===== config.mk =====
export PLATFORM = sky130hd
export DESIGN_NAME = serial_word_deser
export DESIGN_NICKNAME = d
export VERILOG_FILES = /design/src/rtl/serial_word_deser.sv
export SDC_FILE = /design/constraint.sdc
export NUM_CORES = 1
export LEC_CHECK = 0
export CORE_UTILIZATION = 40
export CTS_CLUSTER_SIZE = 24
export DETAILED_ROUTE_END_ITERATION = 6
export DONT_BUFFER_PORTS = 1
export PLACE_DENSITY = 0.6
export REMOVE_ABC_BUFFERS = 1
export SETUP_SLACK_MARGIN = 0.02
export SYNTH_ARGS = -nofsm -noshare
export SYNTH_HDL_FRONTEND = slang
export SYNTH_SLANG_ARGS = --single-unit

===== constraint.sdc =====
create_clock -name clk -period 1.9 [get_ports clk]
set_input_delay 0.38 -clock clk [delete_from_list [all_inputs] [get_ports clk]]
set_output_delay 0.38 -clock clk [all_outputs]
set_load 0.005 [all_outputs]

===== src/rtl/serial_word_deser.sv =====
// Serial-to-parallel word collector: packs accepted din bits MSB-first into
// WIDTH-bit words with a ones count, presented through a one-entry valid/ready holding register.
module serial_word_deser #(
    parameter int WIDTH = 8,
    parameter int CW    = $clog2(WIDTH + 1)
) (
    input  logic             clk,
    input  logic             rst,
    input  logic             din,
    input  logic             en,
    input  logic             clr,
    output logic [WIDTH-1:0] dout,
    output logic [CW-1:0]    ones_cnt,
    output logic             dout_valid,
    input  logic             dout_ready,
    output logic             overrun
);
    localparam int BW = (WIDTH > 2) ? $clog2(WIDTH) : 1;

    typedef enum logic {EMPTY, FULL} state_t;

    state_t           state_reg, state_next;
    logic [WIDTH-1:0] sr_reg;
    logic [BW-1:0]    bcnt_reg;
    logic [CW-1:0]    pcnt_reg;
    logic [WIDTH-1:0] dout_reg;
    logic [CW-1:0]    ones_reg;
    logic             overrun_reg;

    logic             accept;
    logic             complete;
    logic             load;
    logic             drop;
    logic [WIDTH-1:0] word;
    logic [CW-1:0]    word_ones;

    // clr takes priority over en, so a cleared edge never completes a word
    assign accept    = en & ~clr;
    assign complete  = accept && (bcnt_reg == BW'(WIDTH - 1));
    assign word      = {sr_reg[WIDTH-2:0], din};
    assign word_ones = pcnt_reg + CW'(din);

    always_ff @(posedge clk or negedge rst) begin
        if (!rst) begin
            sr_reg   <= '0;
            bcnt_reg <= '0;
            pcnt_reg <= '0;
        end else if (clr) begin
            sr_reg   <= '0;
            bcnt_reg <= '0;
            pcnt_reg <= '0;
        end else if (accept) begin
            if (complete) begin
                sr_reg   <= '0;
                bcnt_reg <= '0;
                pcnt_reg <= '0;
            end else begin
                sr_reg   <= word;
                bcnt_reg <= bcnt_reg + BW'(1);
                pcnt_reg <= word_ones;
            end
        end
    end

    always_comb begin
        state_next = state_reg;
        load       = 1'b0;
        drop       = 1'b0;
        case (state_reg)
            EMPTY: begin
                if (complete) begin
                    load       = 1'b1;
                    state_next = FULL;
                end
            end
            FULL: begin
                if (complete) begin
                    // a same-edge drain frees the slot for the new word
                    if (dout_ready) begin
                        load = 1'b1;
                    end else begin
                        drop = 1'b1;
                    end
                end else if (dout_ready) begin
                    state_next = EMPTY;
                end
            end
            default: state_next = EMPTY;
        endcase
    end

    always_ff @(posedge clk or negedge rst) begin
        if (!rst) begin
            state_reg   <= EMPTY;
            dout_reg    <= '0;
            ones_reg    <= '0;
            overrun_reg <= 1'b0;
        end else begin
            state_reg <= state_next;
            if (load) begin
                dout_reg <= word;
                ones_reg <= word_ones;
            end
            if (clr) begin
                overrun_reg <= 1'b0;
            end else if (drop) begin
                overrun_reg <= 1'b1;
            end
        end
    end

    assign dout       = dout_reg;
    assign ones_cnt   = ones_reg;
    assign dout_valid = (state_reg == FULL);
    assign overrun    = overrun_reg;

endmodule

==> flow_results.org <==
** Status
- The flow ran to the end, and the final reports show no timing, DRC or antenna violations.

** Synthesis
- In the post-synthesis netlist, the biggest area contributors are dfrtp_1, mux2_4, nor2b_1.
- Mapped Avg Cell Area :: around 12 µm²
- Dominant cell type by area after synthesis :: dfrtp_1
- Share of the synthesized area in the top cell type :: 0.546
- Synthesis produced 105 cells.
- #FFs+latches synth :: 28
- Yosys cell types :: 24
- The Yosys step of the flow raised 0 warnings.
- Register area share after synthesis :: 0.546
- In this run the cell area of the synthesized design comes to roughly 1300 µm².

** Final layout
- Most frequent cells in the layout :: dfrtp_1, nor2_1, nor2b_1, a21oi_1, mux2_4
- Antenna diode count :: 0
- The register with the most flip-flops in the layout has 8 of them.
- With fillers left out, the area of the finished cells amounts to approximately 1400 µm².
- Area overhead of the layout relative to synthesis :: 10.5%
- Post-Layout Cell Count :: around 150
- The net count of the finished layout is roughly 120.
- Commonest non-fill, non-tap cell in the layout :: dfrtp_1
- Of the cells placed in the final design, the portion with a size suffix greater than 1 is 0.204.

** Critical path
- STA classifies the critical path endpoint as a flip-flop.
- Data required time of the worst path :: around 2100 ps
- Broken down by cell family, the worst path's largest delay share belongs to adder cells.
- Of all nets on the critical path, the largest fanout is 12.
- Library cell appearing most often on the critical path :: ha_1
- The slowest stage of the critical path is the dfrtp_1 cell.
- Number of cells on the critical path :: 6
- Cell breakdown of the critical path :: ha_1, ha_1, nand3b_4, nor2_4, buf_12, mux2_2
- Setup crit start kind :: flip-flop
- The critical path is of the reg2reg type.
- For the worst flop-to-flop path, the logic depth is 6.
- The number of buffers and inverters on the critical path is 1.
- For the worst setup path, the data arrival time is 1880 ps.
- Highest cell delay on the worst timing path :: just under 400 ps

** STA
- Final worst clock skew :: roughly 2.3 ps
- Timing would allow up to 609 MHz.
- For the pin with the worst max-slew slack, the measured transition is 262 ps.
- Post-route setup slack :: ~260 ps
- Part of the cycle the worst path needs :: 0.864
- Setup TNS after final layout :: 0 ps
- Final-report setup violation count :: 0
- Final number of max-transition violations :: 0
- After layout, the minimum clock period comes to approximately 1600 ps.
- Setup repair after global routing left no endpoint under its margin.
- Headroom to the max-slew limit came out at 0.825.
- The final hold violation count is 0.

** Clocking
- Clk Latency, worst-skew pair :: between 300 and 400 ps
- H-tree depth reported by CTS :: 1
- Post-CTS Repair Setup Buffers :: 0
- CTS Buffer Depth :: 2
- Clock slew seen by the registers of the worst setup and hold paths :: 150 ps
- CTS root buf :: clkbuf_4
- TritonCTS Buffers :: 3
- CTS tree :: built
- Sinks on Clock Net :: 28

** Floorplan
- Initial Utilization :: 0.420
- Core outline area :: slightly above 3000 µm²
- DIE AREA :: ~3400 µm²
- In this run the core area contains 20 standard-cell rows.
- Horizontal die dimension :: just under 60 µm
- I/O Pins :: 20
- The die is between 50 and 60 µm tall.

** Placed design
- Once placement finished, the instance area stood at between 1000 and 1500 µm².
- In this run the tool buffered the top-level ports with 0 buffer cells.
- Global placer's final weighted congestion :: approximately 0.72
- Worst setup slack before clock tree synthesis :: between 200 and 300 ps
- Half-perimeter wire length after placement :: around 1300 µm
- Count of placed standard cells including taps :: 146

** Run
- Across the run, the number of max-cap violations was 0.

** Global routing
- The number of antenna violations at the first check in global routing came to 0.
- GRT Resource Usage Total :: 0.143
- Global-route wire length before repair :: between 3000 and 4000 µm
- The via count of the first global-routing pass was between 700 and 800.
- Maximum number of pins on one net before global-route repair :: 29
- Global route overflow :: 0

** Routing
- Total length of routed wires :: ~2100 µm
- For this run, design rule violations remaining after detail routing come to 0.
- In the final routed layout, each cell accounts on average for around 14 µm.
- DR pass1 iterations :: 3
- Residual antenna-violating net count after detailed routing :: 0
- For this block, the initial DRC count from the detailed router was ~40.
- Post-DR vias/cell :: approximately 4.9
- The routed layout has ~740 vias.

** Hold path
- Cell depth of the worst min-delay path :: 1
- The path class of the tightest hold or removal check is in2reg.

** Power
- In this run the power density over the cells is approximately 740 nW/µm².
- Worst VDD drop :: 0.000262 V
- For this design the static power due to leakage is 0.691 nW.
## synthesized netlist by cell type (all sizes together)
library cell   n
nor2b         11
dfrtp         28
a31oi          1
mux2          13
nand3b         4
xnor2          1
buf            4
o21ai          1
nor2          15
a21oi         11
nand2          1
inv            1
and2b          1
o211ai         1
clkbuf         1
a22o           1
ha             4
nand3          2
xor2           1
nand2b         3
## cell type report
cell class,instances,area (µm²)
clock inverter,1,30.0
inverter,1,3.75
clock buffer,3,22.5
tap,44,55.1
multi-input combinational,71,549
timing repair buffer,4,57.6
sequential,28,701
fill,304,1630
## final timing paths
path / from / to / slack, ps
min in group asynchronous: rst / dout[1] / 460
worst min-delay path: clr / bcnt_reg[1] / 90
worst max register to register: bcnt_reg[0] / dout[6] / 260
worst min register to register: sr_reg[6] / dout[7] / 530
max in group asynchronous: rst / overrun / 1280
worst max-delay path: bcnt_reg[0] / dout[6] / 260
## kinds of logic (layout without fill, tap and decap cells)
group / after synthesis / in the layout / share of synthesized area
and+or+nand+nor: 37 / 37 / 0.168
buffers and inverters: 6 / 9 / 0.0263
DFF: 28 / 28 / 0.546
AOI/OAI and AO/OA: 15 / 15 / 0.0643
muxes: 13 / 13 / 0.143
adders and majority gates: 4 / 4 / 0.0390
xor gates and xnor gates: 2 / 2 / 0.0136
## through the flow
step / total power [mW] / hold WS (ps) / util
after floorplan: 0.645 / 84.4 / -
after global placement: 0.652 / 85.0 / 0.438
after detailed placement: 0.653 / 85.0 / 0.438
after CTS: 1.07 / 71.3 / 0.465
after global routing: 1.09 / 59.9 / 0.465
final: 1.05 / 87.5 / 0.465
## worst register-to-register path, delay by kind of cell (launching register included)
| family | cells | cell delay, ps |
|---|---|---|
| adder cells (fa/ha/maj) | 2 | 440 |
| flip-flops | 1 | 390 |
| multiplexers | 1 | 330 |
| AND/OR/NAND/NOR | 2 | 230 |
| buffers and inverters | 1 | 160 |
## where the power goes
group / switching [mW] / leakage, nW / total [mW] / internal [mW]
combinational: 0.0267 / 0.275 / 0.0495 / 0.0228
clock: 0.179 / 0.0279 / 0.392 / 0.213
sequential: 0.00506 / 0.388 / 0.609 / 0.604
total: 0.211 / 0.691 / 1.05 / 0.840
## metal layers
| metal | part of all wire | global-route usage | vias up |
|---|---|---|---|
| met4 | 0.016 | 0.0986 | 0 |
| met1 | 0.48 | 0.188 | 370 |
| met5 | 0 | 0 | - |
| met2 | 0.45 | 0.205 | 12 |
| li1 | - | - | 357 |
| met3 | 0.048 | 0.0396 | 2 |
## repair_timing
action,CTS,global route
endpoints found under the hold margin,28,0
resized for setup,0,0
hold buffers,2,0
Note: power is estimated with default switching activity, not from simulation.
